===== src/rtl/life_counter_pkg.sv =====
// rtl/life_counter_pkg.sv - shared state encodings, default life limits and life arithmetic helpers
package life_counter_pkg;

  localparam logic [1:0] S_IDLE   = 2'd0;
  localparam logic [1:0] S_PLAY   = 2'd1;
  localparam logic [1:0] S_INVULN = 2'd2;
  localparam logic [1:0] S_OVER   = 2'd3;

  localparam logic [3:0] DEF_INIT_LIVES = 4'd3;
  localparam logic [3:0] DEF_MAX_LIVES  = 4'd9;

  // One more life, pinned at the ceiling so the HUD never draws past its limit
  function automatic logic [3:0] sat_inc(input logic [3:0] v, input logic [3:0] ceil);
    return (v >= ceil) ? ceil : v + 4'd1;
  endfunction

  // Smaller of two life counts
  function automatic logic [3:0] min_lives(input logic [3:0] a, input logic [3:0] b);
    return (a > b) ? b : a;
  endfunction

endpackage


===== src/rtl/life_invuln_timer.sv =====
// rtl/life_invuln_timer.sv - frame-counted invulnerability window with sprite blink toggle
module life_invuln_timer #(
  parameter logic [7:0] INVULN_FRAMES = 8'd120,
  parameter logic [3:0] BLINK_FRAMES  = 4'd8
) (
  input  logic clk,
  input  logic rst_n,
  input  logic i_load,
  input  logic i_run,
  input  logic i_frame_tick,
  output logic o_done,
  output logic o_blink
);

  logic [7:0] r_frames;
  logic [3:0] r_blink_cnt;
  logic       r_blink;
  logic       w_tick;

  assign w_tick  = i_run & i_frame_tick;
  assign o_done  = w_tick & (r_frames <= 8'd1);
  assign o_blink = r_blink;

  // Load on a hit, count frames down while running, blink starts lit and flips every BLINK_FRAMES ticks
  always_ff @(posedge clk or negedge rst_n) begin
    if (!rst_n) begin
      r_frames    <= 8'd0;
      r_blink_cnt <= 4'd0;
      r_blink     <= 1'b0;
    end else if (i_load) begin
      r_frames    <= INVULN_FRAMES;
      r_blink_cnt <= 4'd0;
      r_blink     <= 1'b1;
    end else if (!i_run || o_done) begin
      r_frames    <= 8'd0;
      r_blink_cnt <= 4'd0;
      r_blink     <= 1'b0;
    end else if (w_tick) begin
      r_frames <= r_frames - 8'd1;
      if (r_blink_cnt + 4'd1 >= BLINK_FRAMES) begin
        r_blink_cnt <= 4'd0;
        r_blink     <= ~r_blink;
      end else begin
        r_blink_cnt <= r_blink_cnt + 4'd1;
      end
    end
  end

endmodule


===== src/rtl/life_counter.sv =====
// rtl/life_counter.sv - life bookkeeping FSM with invulnerability window; optional bonus lives via BONUS_LIFE_EN
module life_counter
  import life_counter_pkg::*;
#(
  parameter logic [3:0] INIT_LIVES    = DEF_INIT_LIVES,
  parameter logic [3:0] MAX_LIVES     = DEF_MAX_LIVES,
  parameter logic [7:0] INVULN_FRAMES = 8'd120,
  parameter logic [3:0] BLINK_FRAMES  = 4'd8,
  parameter logic [7:0] BONUS_POINTS  = 8'd50
) (
  input  logic       clk,
  input  logic       rst_n,
  input  logic       game_start,
  input  logic       collision,
  input  logic       frame_tick,
  input  logic       score_tick,
  output logic [3:0] life_number,
  output logic       invincible,
  output logic       life_blink,
  output logic       life_lost_pulse,
  output logic       game_over
);

  localparam logic [3:0] LOAD_LIVES = (INIT_LIVES > MAX_LIVES) ? MAX_LIVES : INIT_LIVES;

  logic [1:0] r_state;
  logic [3:0] r_lives;
  logic       r_invincible;
  logic       r_pulse;
  logic       r_game_over;
  logic       w_start;
  logic       w_hit;
  logic       w_bonus;
  logic       w_timer_load;
  logic       w_timer_done;
  logic       w_blink;

  assign w_start      = game_start & ((r_state == S_IDLE) | (r_state == S_OVER));
  assign w_hit        = collision & (r_state == S_PLAY);
  // A bonus landing with the fatal hit keeps the bird alive, so it still goes invulnerable
  assign w_timer_load = w_hit & (w_bonus | (r_lives > 4'd1));

`ifdef BONUS_LIFE_EN
  logic [7:0] r_points;
  logic       w_scoring;

  assign w_scoring = score_tick & ((r_state == S_PLAY) | (r_state == S_INVULN));
  assign w_bonus   = w_scoring & (r_points + 8'd1 >= BONUS_POINTS);

  // Accumulate pipes passed; wraps to zero each time a life is awarded and on a new game
  always_ff @(posedge clk or negedge rst_n) begin
    if (!rst_n) begin
      r_points <= 8'd0;
    end else if (w_start) begin
      r_points <= 8'd0;
    end else if (w_scoring) begin
      r_points <= w_bonus ? 8'd0 : r_points + 8'd1;
    end
  end
`else
  logic w_unused_bonus;

  assign w_bonus        = 1'b0;
  assign w_unused_bonus = score_tick ^ (BONUS_POINTS == 8'd0);
`endif

  life_invuln_timer #(
    .INVULN_FRAMES (INVULN_FRAMES),
    .BLINK_FRAMES  (BLINK_FRAMES)
  ) u_timer (
    .clk          (clk),
    .rst_n        (rst_n),
    .i_load       (w_timer_load),
    .i_run        (r_state == S_INVULN),
    .i_frame_tick (frame_tick),
    .o_done       (w_timer_done),
    .o_blink      (w_blink)
  );

  // Game state, life count and the registered status flags
  always_ff @(posedge clk or negedge rst_n) begin
    if (!rst_n) begin
      r_state      <= S_IDLE;
      r_lives      <= 4'd0;
      r_invincible <= 1'b0;
      r_pulse      <= 1'b0;
      r_game_over  <= 1'b0;
    end else begin
      r_pulse <= 1'b0;
      case (r_state)
        S_IDLE, S_OVER: begin
          if (w_start) begin
            r_state      <= S_PLAY;
            r_lives      <= LOAD_LIVES;
            r_invincible <= 1'b0;
            r_game_over  <= 1'b0;
          end
        end
        S_PLAY: begin
          if (w_hit) begin
            r_pulse <= 1'b1;
            if (w_timer_load) begin
              r_state      <= S_INVULN;
              r_invincible <= 1'b1;
              if (!w_bonus) r_lives <= r_lives - 4'd1;
            end else begin
              r_state     <= S_OVER;
              r_lives     <= 4'd0;
              r_game_over <= 1'b1;
            end
          end else if (w_bonus) begin
            r_lives <= sat_inc(r_lives, MAX_LIVES);
          end
        end
        S_INVULN: begin
          if (w_timer_done) begin
            r_state      <= S_PLAY;
            r_invincible <= 1'b0;
          end
          if (w_bonus) r_lives <= sat_inc(r_lives, MAX_LIVES);
        end
        default: r_state <= S_IDLE;
      endcase
    end
  end

  assign life_number     = min_lives(r_lives, MAX_LIVES);
  assign invincible      = r_invincible;
  assign life_blink      = w_blink;
  assign life_lost_pulse = r_pulse;
  assign game_over       = r_game_over;

endmodule


===== config.mk =====
export PLATFORM = sky130hd
export DESIGN_NAME = life_counter
export DESIGN_NICKNAME = d
export VERILOG_FILES = /design/src/rtl/life_counter_pkg.sv /design/src/rtl/life_invuln_timer.sv /design/src/rtl/life_counter.sv
export SDC_FILE = /design/constraint.sdc
export NUM_CORES = 1
export LEC_CHECK = 0
export ABC_AREA = 1
export ABC_CLOCK_PERIOD_IN_PS = 1380
export BUFFER_PORTS_ARGS = -buffer_cell sky130_fd_sc_hd__buf_4
export CORE_AREA = 2 2 78 80
export CTS_CLUSTER_SIZE = 40
export DETAILED_ROUTE_END_ITERATION = 6
export DIE_AREA = 0 0 80 82
export GPL_ROUTABILITY_DRIVEN = 0
export GPL_TIMING_DRIVEN = 0
export HOLD_SLACK_MARGIN = 0.06
export SLEW_MARGIN = 20
export SYNTH_ARGS = -nofsm -noshare
export SYNTH_HDL_FRONTEND = slang
export SYNTH_SLANG_ARGS = --single-unit

===== constraint.sdc =====
create_clock -name clk -period 1.38 [get_ports clk]
set_input_delay 0.138 -clock clk [delete_from_list [all_inputs] [get_ports clk]]
set_output_delay 0.138 -clock clk [all_outputs]
set_load 0.01 [all_outputs]

==> run metrics, run 1 <==
run status=finished, violations left; failing checks=negative setup slack; Util after Layout=between 30% and 40%; initial core utilization=a little under a quarter; worst path required time=approximately 1.2 ns; P_sw=around 2.2 mW; Fmax=between 600 and 700 MHz; routed wire length=between 3 and 4 mm; Hold Path End=life_lost_pulse$_DFF_PN0_; clock period minus worst slack=about 1.5 ns; root buffer cell=clkbuf_8; Yosys cell types=28; number of synthesis warnings=0; delay-heaviest family, CP=flip-flops; start of the worst register-to-register path=u_timer.r_frames[0]$_DFFE_PN0P_; RR Endpoint=r_state[1]$_DFFE_PN0P_; layout cells sized above 1=roughly 45%; IO Port Bufs=12; r2r setup slk=-0.08 ns; Die Ht=between 80 and 90 microns; Worst-path clk slew=~0.08 ns; CORE AREA=5750 sq um; CTS tree=done; Slowest-stage cell, CP=dfrtp_1; fin nets=226; placed cell count=around 260; WL/cell=11.1 microns; most frequent cells in the layout=32 x nand2_1, 28 x buf_4, 21 x dfrtp_1, 15 x nor2_1, 13 x inv_1; Core Rows=28; Top Usage Layer GRT=met2; syn_area_per_cell=slightly below 8 sq um; Final HPWL DP=2.08 mm; Worst path max stage delay=~0.43 ns; period utilisation layout=108%; largest area contributor in the netlist=dfrtp_1; # fillers=between 600 and 700; WS Path Type=reg -> out; Flop pwr share=23.3%; CTS sink count=22; Max Cap Violations=0; Synth Instances=between 150 and 200; crit end category=output port; commonest non-fill, non-tap cell in the layout=nand2_1; Non-Filler Instances=between 200 and 300; reg2reg path depth=8; fin. max-slew vios=0; Pint=between 2 and 3 mW; CP startpoint kind=flop; number of I/O pins=14; measured slew at the worst slew-check pin=around 0.3 ns; Skew-Pair Late Insertion Delay=around 0.26 ns; hold_sp=collision; met3 usage=1.65%; Vias=~1200; RSZ-0062 raised after global routing=yes; Bufs on Longest Clock Path=2; synthesized flop and latch total=22; combinational share of power=68.3%; power share of the clock group=8.4%; vias per cell=4.32; first-pass GRT wire length=5.22 mm; power density over the cells=2440 nW/um^2; TritonRoute pass-1 iters=4; clk_skew=0.00446 ns; hold violation count in the final report=0; Post-DRT Antenna Nets=0; Synth area leaders=dfrtp_1 40%, nand2_1 11%, ha_1 6.4%, nor2_1 5.7%, inv_1 5.2%; GR Layer Usage met2=around 18%; critical path peak fanout=3; Area Growth Syn to Fin=43.2%; Setup WS post-layout=-0.110 ns; Die X=approximately 80 microns; Worst Hold Class=in -> reg; worst-path cell chain=inv_2, ha_4, o21ai_2, nand2_1, inv_1, nor2_1, buf_4; maximum vdd drop=between 600 and 700 uV; Die Area=6560 sq um; largest net degree at the start of global routing=23; WHS Path Cells=3; Antenna Diode Count=0; DRT iter0 DRCs=34; sequential cell area fraction in the yosys report=40.0%; GR Util met1=between 10 and 15%; CP Data Arrival Time=~1.4 ns; Slew headroom=80.1%; # H-tree levels=1; Post-Syn Area=1380 sq um; leakage=between 0.9 and 1 nW; total gr overflow=0; cts bufs inserted=3; Synth top area share=roughly two fifths; drt drc=0; switching part of the total=a little under half; vias in the first global route=about 1200; Tot GR Track Use=under 10%; Post-Syn Nets=190; initial antenna violation count=0; Buf/Inv on CP=3; final setup fails=19
registers in the layout (all words and copies together), names as in the netlist:
| name | cells |
|---|---|
| u_timer.r_blink_cnt | 4 |
| u_timer.r_frames | 8 |
| u_timer.o_blink | 1 |
| game_over | 1 |
| invincible | 1 |
| life_lost_pulse | 1 |
| r_state | 2 |
| r_lives | 4 |
layout make-up:
class / instances / area [sq um] / area share (%)
Multi-Input combinational cell: 128 / 911 / 46.2
Clock buffer: 3 / 41.3 / 2.09
Buffer: 3 / 30.0 / 1.52
Tap cell: 75 / 93.8 / 4.76
Timing Repair Buffer: 31 / 243 / 12.3
Inverter: 24 / 103 / 5.20
Sequential cell: 22 / 552 / 28.0
worst max path at each step:
stage          slack [ns]  cells after the start                     end                       startpoint
6_report            -0.11                      7          life_number[2]           r_lives[0]$_DFFE_PN0P_
3_5_place_dp        -0.17                      8  r_state[1]$_DFFE_PN0P_  u_timer.r_frames[0]$_DFFE_PN0P_
2_1_floorplan       -0.01                      9  r_lives[3]$_DFFE_PN0P_           r_state[0]$_DFFE_PN0P_
3_3_place_gp        -0.17                      8  r_state[1]$_DFFE_PN0P_  u_timer.r_frames[0]$_DFFE_PN0P_
5_1_grt             -0.16                      7          life_number[2]           r_lives[0]$_DFFE_PN0P_
4_1_cts             -0.07                      7          life_number[2]           r_lives[0]$_DFFE_PN0P_
tightest hold or removal path: stages:
cell,delay [ns]
buf_4,0.09
nand2_2,0.06
clkinv_4,0.05
Yosys cell counts:
| cell type | number |
|---|---|
| inv_2 | 4 |
| o22ai_1 | 1 |
| nor2_2 | 6 |
| xnor2_1 | 1 |
| nand2_1 | 41 |
| clkinv_2 | 1 |
| nand2_2 | 4 |
| a21oi_1 | 4 |
| nor3_1 | 1 |
| nand4_1 | 3 |
| nor2_1 | 21 |
| dfrtp_1 | 22 |
| nand2_4 | 1 |
| o21bai_1 | 1 |
| o21ai_2 | 2 |
| xor2_1 | 5 |
| o21ai_1 | 8 |
| buf_6 | 2 |
| ha_1 | 7 |
| nor3b_2 | 1 |
| clkbuf_1 | 1 |
| inv_1 | 19 |
| a2bb2oi_1 | 2 |
| o21a_1 | 2 |
| nand3_2 | 1 |
| nand3_1 | 12 |
| o21ai_0 | 2 |
| nor2_4 | 2 |
routing by layer:
| layer | routed length (microns) | share of wire [%] |
|---|---|---|
| met1 | 1490 | 47 |
| met2 | 1610 | 51 |
| met3 | 50 | 1.6 |
| met4 | 13 | 0.41 |
| met5 | 0 | 0 |
logic make-up after synthesis:
family	Yosys count	share of synthesized area (%)
buffers and inverters	27	8.54
xor gates and xnor gates	6	3.81
AOI/OAI and AO/OA	22	9.72
and+or+nand+nor	93	31.6
adders and majority gates	7	6.36
DFF	22	40.0
timing repair:
item | CTS | global route
endpoints found under the setup margin | 23 | 24
hold buffers | 1 | 0
gates cloned | 1 | 0
endpoints found under the hold margin | 22 | 0
pin swaps | 8 | 12
resized for setup | 34 | 26
buffers inserted | 15 | 2
power by group through the flow:
stage               combinational, mW  clock, mW  sequential (mW)
floorplan                        1.69          0             1.07
global placement                 2.17          0             1.09
detailed placement               2.20          0             1.09
CTS                              2.90      0.422             1.11
global route                     3.66      0.429             1.16
finish                           3.29      0.404             1.12
through the flow:
step	hold slack [ns]	power, mW	cell area (sq um)	TNS (ns)	setup WS, ns
after floorplan	-0.158	2.76	1380	-0.0112	-0.0112
after global placement	0.0466	3.26	1570	-1.89	-0.173
after detailed placement	0.0496	3.29	1570	-1.78	-0.169
after CTS	0.106	4.43	1860	-0.265	-0.0729
after global routing	0.124	5.25	1970	-2.44	-0.156
final	0.113	4.82	1970	-0.684	-0.110
No activity file was read; power rests on OpenSTA's default activity.
==> run 2: changes to the inputs <==
--- a/config.mk
+++ b/config.mk
@@ -19,3 +19,4 @@
 export SYNTH_ARGS = -nofsm -noshare
 export SYNTH_HDL_FRONTEND = slang
 export SYNTH_SLANG_ARGS = --single-unit
+export TNS_END_PERCENT = 10
==> run 2 against run 1 <==
The run still ends with negative setup slack left. Largest power group unchanged. Final cell count is 3.1% lower. Clock skew is 0.0020 ns higher. Die area stayed put. Sequential share of layout area is 2.9 points higher. Count of clock-buffer cells in the layout stayed put. Global-route usage is 0.61 points lower. Utilization is 3.3 points lower. Cell area is 9.5% lower. Via count is 5.2% lower.
==> run metrics, run 2 (synthesis results as in run 1) <==
run status=finished, violations left; failing checks=negative setup slack; delay-heaviest family, CP=flip-flops; total gr overflow=0 (unchanged); CTS tree=done; initial core utilization=24.0% (unchanged); layout cells sized above 1=33.2% (-11 points); Worst Hold Slack=0.124 ns (+0.0111 ns); Setup WS post-layout=-0.110 ns (-0.0000890 ns); first-pass GRT wire length=4.86 mm (-7.0%); Worst path max stage delay=0.43 ns (about the same); worst-path cell chain=inv_2, ha_4, o21ai_2, nand2_1, inv_1, nor2_1, buf_4; critical path peak fanout=3 (unchanged); Slowest-stage cell, CP=dfrtp_1; placed cell count=264 (unchanged); CORE AREA=5750 sq um (unchanged); initial antenna violation count=0 (unchanged); clk_skew=0.00647 ns (+0.00200 ns); Final HPWL DP=2.08 mm (unchanged); fin nets=217 (-4.0%); Skew-Pair Late Insertion Delay=0.26 ns (about the same); CP Data Arrival Time=1.35 ns (about the same); period utilisation layout=108% (about the same); Setup WS pre-CTS=-0.169 ns (unchanged); leakage=0.854 nW (-8.2%); TritonRoute pass-1 iters=4 (unchanged); Die Ht=82 microns (unchanged); worst path required time=1.24 ns (about the same); Tot GR Track Use=9.20% (-0.61 points); Core Rows=28 (unchanged); Largest Register=u_timer.r_frames; r2r setup slk=-0.07 ns (about the same); Non-Filler Instances=277 (-3.1%); Die Area=6560 sq um (unchanged); number of I/O pins=14 (unchanged); crit end category=output port; Slew headroom=81.0% (+0.86 points); DRT iter0 DRCs=28 (-18%); Area Growth Syn to Fin=29.6%; Antenna Diode Count=0 (unchanged); # H-tree levels=1 (unchanged); vias per cell=4.23 (-2.1%); most frequent cells in the layout=38 x nand2_1, 21 x dfrtp_1, 20 x nor2_1, 20 x buf_4, 13 x inv_1; measured slew at the worst slew-check pin=0.285 ns (-0.0130 ns); maximum vdd drop=593 uV (-8.0%); CP startpoint kind=flop; Max Cap Violations=0 (unchanged); clock period minus worst slack=1.49 ns (+0.0000890 ns); top flop regs=u_timer.r_frames: 8 flops, r_lives: 4 flops, u_timer.r_blink_cnt: 4 flops; Worst Hold Class=in -> reg; Die X=80 microns (unchanged); drt drc=0 (unchanged); Worst-path clk slew=0.08 ns (about the same); hold violation count in the final report=0 (unchanged); Buf/Inv on CP=3 (unchanged); largest net degree at the start of global routing=23 (unchanged); root buffer cell=clkbuf_8; fin. max-slew vios=0 (unchanged); power density over the cells=2340 nW/um^2 (-4.0%); Post-DRT Antenna Nets=0 (unchanged); vias in the first global route=1118 (-5.1%); WL/cell=10.7 microns (-3.0%); Vias=1172 (-5.2%); max FFs per register=8 (unchanged); CTS sink count=22 (unchanged); cts bufs inserted=3 (unchanged); commonest non-fill, non-tap cell in the layout=nand2_1; final setup fails=17 (-2); Fmax=671 MHz (about the same); RSZ-0062 raised after global routing=yes; WS Path Type=reg -> out; routed wire length=2.98 mm (-6.1%); IO Port Bufs=12 (unchanged); Bufs on Longest Clock Path=2 (unchanged)
-- run 2: metrics by stage --
stage | area, sq um | total power [mW] | setup TNS (ns) | util [%]
after CTS | 1720 | 4.03 | -0.563 | 30.0
after floorplan | 1380 | 2.76 | -0.0112 | -
final | 1790 | 4.18 | -0.617 | 31.1
after global routing | 1790 | 4.60 | -2.64 | 31.1
after global placement | 1570 | 3.26 | -1.89 | 27.3
after detailed placement | 1570 | 3.29 | -1.78 | 27.3
-- run 2: worst min-delay path: cells and delay by family --
family	cells	cell delay, ns
buf+inv	2	0.15
simple gates	1	0.06
-- run 2: repair_timing --
| action | CTS | global route |
|---|---|---|
| cloned | 0 | 1 |
| resized for setup | 18 | 11 |
| endpoints found under the hold margin | 22 | 0 |
| endpoints found under the setup margin | 23 | 24 |
| hold buffers | 1 | 0 |
| pin swaps | 7 | 5 |
| buffers inserted | 7 | 1 |
-- run 2: path summary, 6_finish.rpt --
check | start | depth (start not counted) | end
hold / removal | collision | 3 | life_lost_pulse$_DFF_PN0_
min in group asynchronous | rst_n | 2 | u_timer.r_frames[2]$_DFFE_PN0P_
setup reg to reg | r_lives[0]$_DFFE_PN0P_ | 8 | u_timer.r_frames[6]$_DFFE_PN0P_
hold reg to reg | game_over$_DFFE_PN0P_ | 2 | game_over$_DFFE_PN0P_
setup / recovery | r_lives[0]$_DFFE_PN0P_ | 7 | life_number[2]
max in group asynchronous | rst_n | 2 | u_timer.r_frames[0]$_DFFE_PN0P_
-- run 2: cell type report --
class / instances / area (sq um)
Sequential cell: 22 / 552
Tap cell: 75 / 93.8
Buffer: 3 / 30.0
Clock buffer: 3 / 41.3
Fill cell: 629 / 3960
Multi-Input combinational cell: 128 / 807
Timing Repair Buffer: 22 / 165
Inverter: 24 / 96.3
-- run 2: per-layer routing --
layer / up-vias / wire [microns] / track usage [%]
li1: 612 / - / -
met1: 545 / 1380 / 11.6
met2: 13 / 1510 / 16.4
met3: 2 / 72 / 1.65
met4: 0 / 13 / 2.03
met5: - / 0 / 0
-- run 2: report_power, final --
part,switching (mW),internal (mW)
clock,0.210,0.195
combinational,1.47,1.19
sequential,0.230,0.887
total,1.91,2.27
